<file path="config.mk">
export PLATFORM = sky130hd
export DESIGN_NAME = branch_comparator_unit
export DESIGN_NICKNAME = d
export VERILOG_FILES = /design/src/rtl/riscv_pkg.sv /design/src/rtl/magnitude_compare.sv /design/src/rtl/branch_comparator_unit.sv
export SDC_FILE = /design/constraint.sdc
export NUM_CORES = 1
export LEC_CHECK = 0
export CAP_MARGIN = 25
export CORE_UTILIZATION = 37
export CTS_CLUSTER_SIZE = 14
export DETAILED_ROUTE_END_ITERATION = 10
export GPL_TIMING_DRIVEN = 0
export PLACE_DENSITY_LB_ADDON = 0.3
export SETUP_SLACK_MARGIN = 0.5
export SLEW_MARGIN = 5
export SYNTH_ARGS = -nofsm -noshare
export SYNTH_HDL_FRONTEND = slang
export SYNTH_SLANG_ARGS = --single-unit
</file>
<file path="constraint.sdc">
create_clock -name I_clk -period 5.7 [get_ports I_clk]
set_input_delay 1.14 -clock I_clk [delete_from_list [all_inputs] [get_ports I_clk]]
set_output_delay 1.14 -clock I_clk [all_outputs]
set_load 0.02 [all_outputs]
</file>
<file path="src/rtl/riscv_pkg.sv">
// Shared RV32I definitions: datapath width and the branch funct3 encodings.
package riscv_pkg;

  localparam int XLEN = 32;

  localparam logic [2:0] F3_BEQ  = 3'b000;
  localparam logic [2:0] F3_BNE  = 3'b001;
  localparam logic [2:0] F3_BLT  = 3'b100;
  localparam logic [2:0] F3_BGE  = 3'b101;
  localparam logic [2:0] F3_BLTU = 3'b110;
  localparam logic [2:0] F3_BGEU = 3'b111;

  typedef struct packed {
    logic equal;
    logic lessthan;
    logic taken;
  } branch_result_t;

endpackage

</file>
<file path="src/rtl/magnitude_compare.sv">
// Equality and signed/unsigned less-than of two operands via a (WIDTH+1)-bit subtract.
module magnitude_compare #(
  parameter int WIDTH = 32
) (
  input  logic [WIDTH-1:0] a,
  input  logic [WIDTH-1:0] b,
  input  logic             is_signed,
  output logic             eq,
  output logic             lt
);

  logic [WIDTH:0] ext_a;
  logic [WIDTH:0] ext_b;

  // Extending with the sign bit (signed) or zero (unsigned) lets one subtractor serve
  // both modes; the difference cannot overflow at WIDTH+1 bits, so its MSB is the borrow.
  assign ext_a = {is_signed & a[WIDTH-1], a};
  assign ext_b = {is_signed & b[WIDTH-1], b};

  assign eq = (a == b);
  assign lt = 1'((ext_a - ext_b) >> WIDTH);

endmodule

</file>
<file path="src/rtl/branch_comparator_unit.sv">
// RV32I branch comparator: combinational eq/lt/taken plus a registered copy for the pipeline.
module branch_comparator_unit
  import riscv_pkg::*;
#(
  parameter int WIDTH = XLEN
) (
  input  logic             I_clk,
  input  logic             I_rst_n,
  input  logic             I_branch_unsigned,
  input  logic [WIDTH-1:0] I_data1,
  input  logic [WIDTH-1:0] I_data2,
  input  logic [2:0]       I_funct3,
  input  logic             I_branch,
  output logic             O_branch_equal,
  output logic             O_branch_lessthan,
  output logic             O_branch_taken,
  output logic             O_branch_equal_q,
  output logic             O_branch_lessthan_q,
  output logic             O_branch_taken_q
);

  logic           eq;
  logic           lt;
  logic           taken;
  branch_result_t result_q;

  magnitude_compare #(.WIDTH(WIDTH)) u_magnitude_compare (
    .a         (I_data1),
    .b         (I_data2),
    .is_signed (~I_branch_unsigned),
    .eq        (eq),
    .lt        (lt)
  );

  // The comparison mode comes from the control unit, not from funct3, so BLTU/BGEU
  // simply reuse whatever lt the selected mode produced.
  always_comb begin
    // NOTE: assign a default before the case so every path drives taken and no latch is inferred.
    taken = 1'b0;
    if (I_branch) begin
      case (I_funct3)
        F3_BEQ:           taken = eq;
        F3_BNE:           taken = ~eq;
        F3_BLT, F3_BLTU:  taken = lt;
        F3_BGE, F3_BGEU:  taken = ~lt;
        default:          taken = 1'b0;
      endcase
    end
  end

  always_ff @(posedge I_clk or negedge I_rst_n) begin
    if (!I_rst_n) begin
      result_q <= '0;
    end else begin
      // NOTE: sequential state uses non-blocking assignment so all three bits update together.
      result_q <= '{equal: eq, lessthan: lt, taken: taken};
    end
  end

  assign O_branch_equal      = eq;
  assign O_branch_lessthan   = lt;
  assign O_branch_taken      = taken;
  assign O_branch_equal_q    = result_q.equal;
  assign O_branch_lessthan_q = result_q.lessthan;
  assign O_branch_taken_q    = result_q.taken;

endmodule

</file>
==> summary.md, run 1 <==
| Metric | Value |
|---|---|
| CTS clk-pin slew, worst paths | 0.04 ns |
| Ys async rst share | 100.0% |
| Area Growth Syn to Fin | 79.81% |
| VDD IR max | 0.1037 mV |
| GP Congestion | 0.7606 |
| 1st-iter DRT viols | 15 |
| Maximum fanout along the worst path | 3 |
| Input/output buffers | 76 |
| Synthesized flop and latch total | 3 |
| CP endpoint kind | primary output |
| Final Non-Filler Cells | 253 |
| Final setup viols | 0 |
| Max Freq | 0.1945 GHz |
| Syn Inst Count | 142 |
| DRT Pass-1 Iters | 4 |
| Cts-stage hold buffer count | 0 |
| Cell at the root of the clock tree | clkbuf_4 |
| Setup tns final | 0 ns |
| CP max-delay cell | clkdlybuf4s50_1 |
| Die X | 55.20 um |
| Status | complete, no violations |
| Final wirelength | 3105 um |
| Initial antenna violation count | 0 |
| H-tree levels | 1 |
| Startpoint types | primary input |
| Setup CP Type | in2out |
| Ys Warns | 0 |
| DRC violations left | 0 |
| Clock Tree Buf Depth | 2 |
| Static Leak | 0.9556 nW |
| CTS tree | yes |
| Tcrit/Tclk final | 90.20% |
| TritonCTS Buffers | 3 |
| Worst-Margin Slew | 0.4975 ns |
| Worst slew margin | 66.53% |
| Vias in the first global route | 1,375 |
| Remaining global-route overflow | 0 |
| Most common cell in the synthesized netlist | inv_1 |
| Routed wire per std cell | 12.27 um |
| Post-Syn Nets | 245 |
| Arr. time, crit path | 4.00 ns |
| Initial core utilization | 40.79% |
| EDFF count, synth | 0 |
| Final Hold Viols | 0 |
| Tmin final | 5.141 ns |
| Critical-path cell list | clkdlybuf4s50_1, inv_1, ha_1, a21o_1, a221o_1, a221o_1, a211o_1, o2111ai_2, mux2_2, clkdlybuf4s15_2 |
| Ys flop type | dfrtp_1 |
| Cell taking the most area after synthesis | ha_1 |
| Diodes inserted | 0 |
| Sequential share of the synthesized area | 7.168% |
| Via count | 1,281 |
| # rows | 18 |
| CP Data Required Time | 4.56 ns |
| Total track usage | 20.88% |
| Post-synth top cells | 35 x inv_1, 32 x ha_1, 13 x nand2_1, 12 x a21oi_1, 7 x nand4_1 |
| Global-route wire length before repair | 5340 um |
| RSZ-0062 raised after global routing | true |
| Fin nets | 327 |
| Largest net degree at the start of global routing | 6 |
| DR vias/cell | 5.063 |
| CP most frequent cell | a221o_1 |
| Die height | 55.20 um |
| CP max stage delay | 0.45 ns |
| Area contributors post-synth | ha_1 38%, inv_1 13%, dfrtp_1 7.2%, a21oi_1 5.7%, nand2_1 4.7% |
| Syn Area/Cell | 7.375 um^2 |
| Netlist cell types | 29 |
| Worst hold path type | in2async |
| Antenna Nets Post-Route | 0 |
| Placed Cells | 248 |
| Core Box Area | 2567 um^2 |
| Top cell type's share of synthesized area | 38.23% |
| Die ar. | 3047 um^2 |
| Max Slew Vio Count | 0 |
| Post-DP HPWL | 2859 um |
| Maxcap violations | 0 |
| Mapped Area | 1047 um^2 |
| Layout cells sized above 1 | 4.933% |
| PD cells | 99.50 nW/um^2 |
| Tot Pwr | 187.4 uW |
| IO Pins | 77 |
| CTS sink cnt | 3 |
-- critical path, delay by kind of cell --
kind | cells | cell delay (ns)
AOI/OAI and AO/OA | 5 | 1.42
buffers and inverters | 3 | 0.75
adders and majority gates | 1 | 0.31
muxes | 1 | 0.38
-- where the power goes --
part / switching (mW) / total, mW / internal, mW
Sequential: 0.000450 / 0.0237 / 0.0232
Combinational: 0.0495 / 0.126 / 0.0765
Clock: 0.0115 / 0.0377 / 0.0263
-- cell type report --
| type | count | area, um^2 |
|---|---|---|
| Multi-Input combinational cell | 104 | 840.8 |
| Inverter | 35 | 131.4 |
| Tap cell | 30 | 37.54 |
| Timing Repair Buffer | 77 | 772.0 |
| Clock buffer | 4 | 26.28 |
| Sequential cell | 3 | 75.07 |
| Fill cell | 207 | 684.4 |
-- how the worst max path moves through the flow --
stage / start / to / depth (start not counted)
6_report: I_data2[18] / O_branch_taken / 10
4_1_cts: I_data2[18] / O_branch_lessthan / 9
5_1_grt: I_data2[18] / O_branch_taken / 10
3_3_place_gp: I_data2[18] / O_branch_taken / 10
3_5_place_dp: I_data2[18] / O_branch_taken / 10
2_1_floorplan: I_data2[18] / O_branch_taken / 8
-- metrics by stage --
step	worst slack, ns	util [%]	hold slack (ns)	area (um^2)
after floorplan	1.206	-	0.8444	1047
after global placement	0.2981	71.88	1.327	1846
after detailed placement	0.2834	71.88	1.333	1846
after CTS	0.5096	73.25	1.085	1881
after global routing	0.4755	73.34	1.090	1883
final	0.5587	73.34	1.088	1883
-- placed cells by master, fill, tap and decap left out, types with 2 or more instances in the layout --
cell type / Yosys / routed
nand2_1: 13 / 13
nand4_1: 7 / 7
clkdlybuf4s50_1: 0 / 74
ha_1: 32 / 32
a31oi_1: 2 / 2
a21o_1: 2 / 2
and3_1: 2 / 2
a21oi_1: 12 / 12
nand3_1: 4 / 4
inv_1: 35 / 35
a221o_1: 3 / 3
clkbuf_4: 0 / 3
nor2_1: 6 / 6
o21ai_0: 5 / 5
dfrtp_1: 3 / 3
-- logic make-up (layout without fill, tap and decap cells) --
logic type / count (synthesis) / count (layout) / share of synthesized area, %
AND/OR/NAND/NOR: 40 / 40 / 21.39
adder cells (fa/ha/maj): 32 / 32 / 38.23
flip-flops: 3 / 3 / 7.168
XOR/XNOR: 1 / 1 / 0.8365
AO/OA/AOI/OAI: 30 / 30 / 18.76
buffers and inverters: 35 / 116 / 12.55
multiplexers: 1 / 1 / 1.075
-- sequential cells by signal, summed over array words and instances, names as in the netlist --
| signal | count |
|---|---|
| O_branch_lessthan_q | 1 |
| O_branch_equal_q | 1 |
| O_branch_taken_q | 1 |
-- timing repair --
item | CTS | global route
gates resized for setup | 3 | 2
setup buffers | 1 | 0
setup endpoints to repair | 1 | 2
pin swaps | 1 | 1
-- metal layers --
metal	up-vias	wire length, um	GRT usage, %
li1	665	-	-
met1	565	1212	21.11
met2	45	1706	42.69
met3	6	157	3.044
met4	0	28	6.429
met5	-	0	0
Power figures use the tool's default switching activity.
==> inputs of run 2 (changes only) <==
--- a/config.mk
+++ b/config.mk
@@ -8,5 +8,6 @@
 export CAP_MARGIN = 25
-export CORE_UTILIZATION = 37
+export CORE_UTILIZATION = 50
 export CTS_CLUSTER_SIZE = 14
 export DETAILED_ROUTE_END_ITERATION = 10
+export DONT_BUFFER_PORTS = 1
 export GPL_TIMING_DRIVEN = 0
--- a/constraint.sdc
+++ b/constraint.sdc
@@ -3,2 +3,2 @@
 set_output_delay 1.14 -clock I_clk [all_outputs]
-set_load 0.02 [all_outputs]
+set_load 0.05 [all_outputs]
==> summary.md, run 2 (synthesis gave the netlist of run 1 again) <==
| Metric | Value |
|---|---|
| Core Box Area | 1962 um^2 |
| GP Congestion | 0.6930 |
| CP endpoint kind | primary output |
| Min Hold Slack | 0.5962 ns |
| CTS clk-pin slew, worst paths | 0.04 ns |
| Via count | 985 |
| Initial core utilization | 53.38% |
| Die X | 47.77 um |
| Largest net degree at the start of global routing | 6 |
| DRT Pass-1 Iters | 4 |
| Routed wire per std cell | 12.28 um |
| Global-route wire length before repair | 2973 um |
| Remaining global-route overflow | 0 |
| Placement Cell Area | 1081 um^2 |
| Input/output buffers | 0 |
| CP most frequent cell | a221o_1 |
| VDD IR max | 0.09122 mV |
| # rows | 16 |
| Startpoint types | primary input |
| Post-route cell area | 1107 um^2 |
| Worst slew margin | 37.16% |
| Crit path from | I_data2[18] |
| Max Slew Vio Count | 0 |
| Post-CTS setup buffers | 0 |
| Cts-stage hold buffer count | 0 |
| Antenna Nets Post-Route | 0 |
| Die height | 47.77 um |
| Die ar. | 2282 um^2 |
| Final setup viols | 0 |
| Clock Tree Buf Depth | 2 |
| RSZ-0062 raised after global routing | false |
| Layout cells sized above 1 | 5.479% |
| CP max-delay cell | o2111ai_2 |
| TritonCTS Buffers | 3 |
| Cell at the root of the clock tree | clkbuf_4 |
| PD cells | 123.9 nW/um^2 |
| Setup slack after layout | 0.7198 ns |
| Area Growth Syn to Fin | 5.735% |
| CP max stage delay | 0.60 ns |
| Diodes inserted | 0 |
| Arr. time, crit path | 3.84 ns |
| CTS tree | yes |
| Maximum fanout along the worst path | 3 |
| Pre-CTS WS | 0.7306 ns |
| DR vias/cell | 5.694 |
| Setup CP Type | in2out |
| H-tree levels | 1 |
| Commonest non-fill, non-tap cell in the layout | inv_1 |
| IO Pins | 77 |
| Tcrit/Tclk final | 87.37% |
| Post-cts sizing count | 0 |
| Maxcap violations | 0 |
| Initial antenna violation count | 0 |
| Final wirelength | 2125 um |
| Critical-path cell list | inv_1, ha_1, a21o_1, a221o_1, a221o_1, a211o_1, o2111ai_2, mux2_1 |
| Worst-Margin Slew | 0.9391 ns |
| DRC violations left | 0 |
| Max Freq | 0.2008 GHz |
| Tmin final | 4.980 ns |
| Most frequent cells in the layout | 35 x inv_1, 32 x ha_1, 13 x nand2_1 |
| Final Hold Viols | 0 |
| Setup tns final | 0 ns |
| Vias in the first global route | 882 |
| Static Leak | 0.6463 nW |
| Status | complete, no violations |
| CTS sink cnt | 3 |
| Worst hold path type | in2async |
| CP Data Required Time | 4.56 ns |
| Fin nets | 250 |
| 1st-iter DRT viols | 9 |
| Total track usage | 17.47% |
| Post-DP HPWL | 1967 um |
run 2: cell types whose count changed in the layout (fill, tap and decap cells not counted):
cell,delta
clkdlybuf4s50_1,-74
buf_4,-1
clkdlybuf4s15_2,-1
dlymetal6s2s_1,-1
mux2_1,+1
mux2_2,-1
run 2: worst max path at each step:
stage | cells past startpoint | slack [ns] | to
finish | 8 | 0.72 | O_branch_taken
global route | 8 | 0.66 | O_branch_taken
CTS | 8 | 0.71 | O_branch_taken
detailed placement | 8 | 0.73 | O_branch_taken
global placement | 8 | 0.73 | O_branch_taken
floorplan | 8 | 0.85 | O_branch_taken
run 2: routing by layer:
| metal | wire length, um | vias to the layer above | GRT usage [%] | part of all wire (%) |
|---|---|---|---|---|
| met5 | 0 | - | 0 | 0 |
| met2 | 1098 | 46 | 33.51 | 52 |
| met3 | 163 | 0 | 1.132 | 7.7 |
| li1 | - | 511 | - | - |
| met1 | 863 | 428 | 19.78 | 41 |
| met4 | 0 | 0 | 6.667 | 0 |
run 2: per-stage QoR:
stage | utilization [%] | cells | power, mW
2_1_floorplan | - | 142 | 0.08742
3_3_place_gp | 55.10 | 169 | 0.09508
3_5_place_dp | 55.10 | 169 | 0.09899
4_1_cts | 56.44 | 173 | 0.1383
5_1_grt | 56.44 | 173 | 0.1501
6_report | 56.44 | 173 | 0.1372
run 2: critical path: cells and delay by family:
kind                     cells  cell delay, ns
multiplexers                 1            0.60
adder cells (fa/ha/maj)      1            0.30
AO/OA/AOI/OAI                5            1.77
buffers and inverters        1            0.03
run 2: final cells by class:
cell class	count	area, um^2
Tap cell	27	33.78
Fill cell	201	854.6
Multi-Input combinational cell	104	840.8
Clock buffer	4	26.28
Sequential cell	3	75.07
Inverter	35	131.4
run 2: power breakdown:
part | internal, mW | switching [mW] | total, mW
Clock | 0.0263 | 0.0123 | 0.0386
Sequential | 0.0232 | 0.00729 | 0.0305
Combinational | 0.0281 | 0.0400 | 0.0681
Total | 0.0776 | 0.0596 | 0.137
==> inputs of run 3 (changes only) <==
- clock period: 5.7 -> 4.2 ns (I/O delays scaled with it)
==> summary.md, run 3 (synthesis gave the netlist of run 1 again) <==
| Metric | Value |
|---|---|
| Status | complete, no violations |
| Max Slew Vio Count | 0 |
| Antenna Nets Post-Route | 0 |
| IO Pins | 77 |
| Worst slew margin | 35.59% |
| Fill cell count | 192 |
| Final Hold Viols | 0 |
| Layout cells sized above 1 | 10.96% |
| Startpoint types | primary input |
| TritonCTS Buffers | 3 |
| Grt met1 use | 17.08% |
| Met2 usage | 41.35% |
| Global-route wire length before repair | 3105 um |
| Clock power share | 26.9% |
| # rows | 16 |
| DR vias/cell | 5.775 |
| CP Data Required Time | 3.36 ns |
| Net switching power | 82.79 uW |
| Total track usage | 19.38% |
| Crit path from | I_data2[18] |
| Multi-input gate area | 898.4 um^2 |
| GP Congestion | 0.6978 |
| GR peak layer | met2 |
| Maxcap violations | 0 |
| Fin nets | 250 |
| H-tree levels | 1 |
| Die ar. | 2282 um^2 |
| Arr. time, crit path | 3.12 ns |
| Placed Cells | 169 |
| Input/output buffers | 0 |
| Via count | 999 |
| Vias in the first global route | 863 |
| M3 GR Usage | 3.019% |
| Largest net degree at the start of global routing | 6 |
| Min Hold Slack | 0.2965 ns |
| 1st-iter DRT viols | 10 |
| Area Growth Syn to Fin | 12.43% |
| Net Sw Frac | 42.61% |
| Crit path capture | O_branch_taken |
| Die height | 47.77 um |
| Final setup viols | 0 |
| Sequential cell area | 75.07 um^2 |
| CTS clk-pin slew, worst paths | 0.04 ns |
| Setup tns final | 0 ns |
| Most frequent cells in the layout | 32 x inv_1, 29 x ha_1, 13 x nand2_1 |
| Initial core utilization | 53.38% |
| CTS sink cnt | 3 |
| Core Box Area | 1962 um^2 |
| Clock Tree Buf Depth | 2 |
| Cts-stage hold buffer count | 0 |
| VDD IR max | 0.06940 mV |
| Setup CP Type | in2out |
| Post-DP HPWL | 2085 um |
| Routed wire per std cell | 12.92 um |
| Final Non-Filler Cells | 173 |
| PD cells | 165.0 nW/um^2 |
| Maximum fanout along the worst path | 3 |
| Cell Int Power | 111.5 uW |
| Worst hold path type | in2async |
| Commonest non-fill, non-tap cell in the layout | inv_1 |
| RSZ-0062 raised after global routing | true |
| Tcrit/Tclk final | 94.25% |
| Cell at the root of the clock tree | clkbuf_4 |
| CTS tree | yes |
| DRC violations left | 0 |
| Seq pwr share | 21.4% |
| Die X | 47.77 um |
| Initial antenna violation count | 0 |
| Max Freq | 0.2526 GHz |
| DRT Pass-1 Iters | 4 |
| CP endpoint kind | primary output |
| Comb power frac | 51.7% |
| Final wirelength | 2236 um |
| Diodes inserted | 0 |
| Remaining global-route overflow | 0 |
| Worst-Margin Slew | 0.9626 ns |
| Static Leak | 0.6478 nW |
| Tmin final | 3.959 ns |
-- run 3: cell types whose count changed in the layout (fill, tap and decap cells not counted), moves of 2 or more --
cell   delta
inv_1     -3
ha_1      -3
inv_2     +2
ha_4      +3
-- run 3: timing repair --
action / 4_1_cts / 5_1_grt
buffers inserted: 0 / 0
resized for setup: 0 / 0
pin swaps: 2 / 0
endpoints found under the setup margin: 1 / 1
-- run 3: worst max-delay path, stage by stage --
cell and delay (ns):
inv_2 0.05, ha_4 0.20, a21o_1 0.15, a221o_1 0.36, a221o_1 0.34, a211o_1 0.30, o2111ai_4 0.45, mux2_4 0.44
-- run 3: through the flow --
step           utilization, %  power, mW  setup slack (ns)  instance area [um^2]
2_1_floorplan               -     0.1266            0.2948                  1117
3_3_place_gp            58.67     0.1374            0.2064                  1151
3_5_place_dp            58.67     0.1432            0.1913                  1151
4_1_cts                 60.01     0.1962            0.2387                  1177
5_1_grt                 60.01     0.2130            0.1650                  1177
6_report                60.01     0.1943            0.2413                  1177
-- run 3: power by group through the flow --
stage	Sequential, mW	Combinational (mW)	Clock [mW]
floorplan	0.0417	0.0850	0
global placement	0.0420	0.0954	0
detailed placement	0.0420	0.101	0
CTS	0.0416	0.102	0.0530
global route	0.0416	0.115	0.0563
finish	0.0416	0.100	0.0522
-- run 3: layer usage --
| layer | share of wire [%] | wire length (um) | vias up |
|---|---|---|---|
| met4 | 0.72 | 16 | 0 |
| li1 | - | - | 508 |
| met5 | 0 | 0 | - |
| met1 | 36 | 801 | 440 |
| met3 | 7.1 | 158 | 2 |
| met2 | 56 | 1260 | 49 |
-- run 3: cell type report --
class,instances,share of cell area (%)
Clock buffer,4,2.232
Inverter,35,12.22
Multi-Input combinational cell,104,76.30
Sequential cell,3,6.376
Tap cell,27,2.869
-- run 3: worst min path at each step --
stage / startpoint / end / slack (ns) / cells after the start
5_1_grt: I_rst_n / O_branch_taken_q / 0.29 / 0
2_1_floorplan: I_rst_n / O_branch_equal_q / 0.54 / 0
3_5_place_dp: I_rst_n / O_branch_lessthan_q / 0.54 / 0
3_3_place_gp: I_rst_n / O_branch_lessthan_q / 0.54 / 0
4_1_cts: I_rst_n / O_branch_lessthan_q / 0.30 / 0
6_report: I_rst_n / O_branch_taken_q / 0.30 / 0
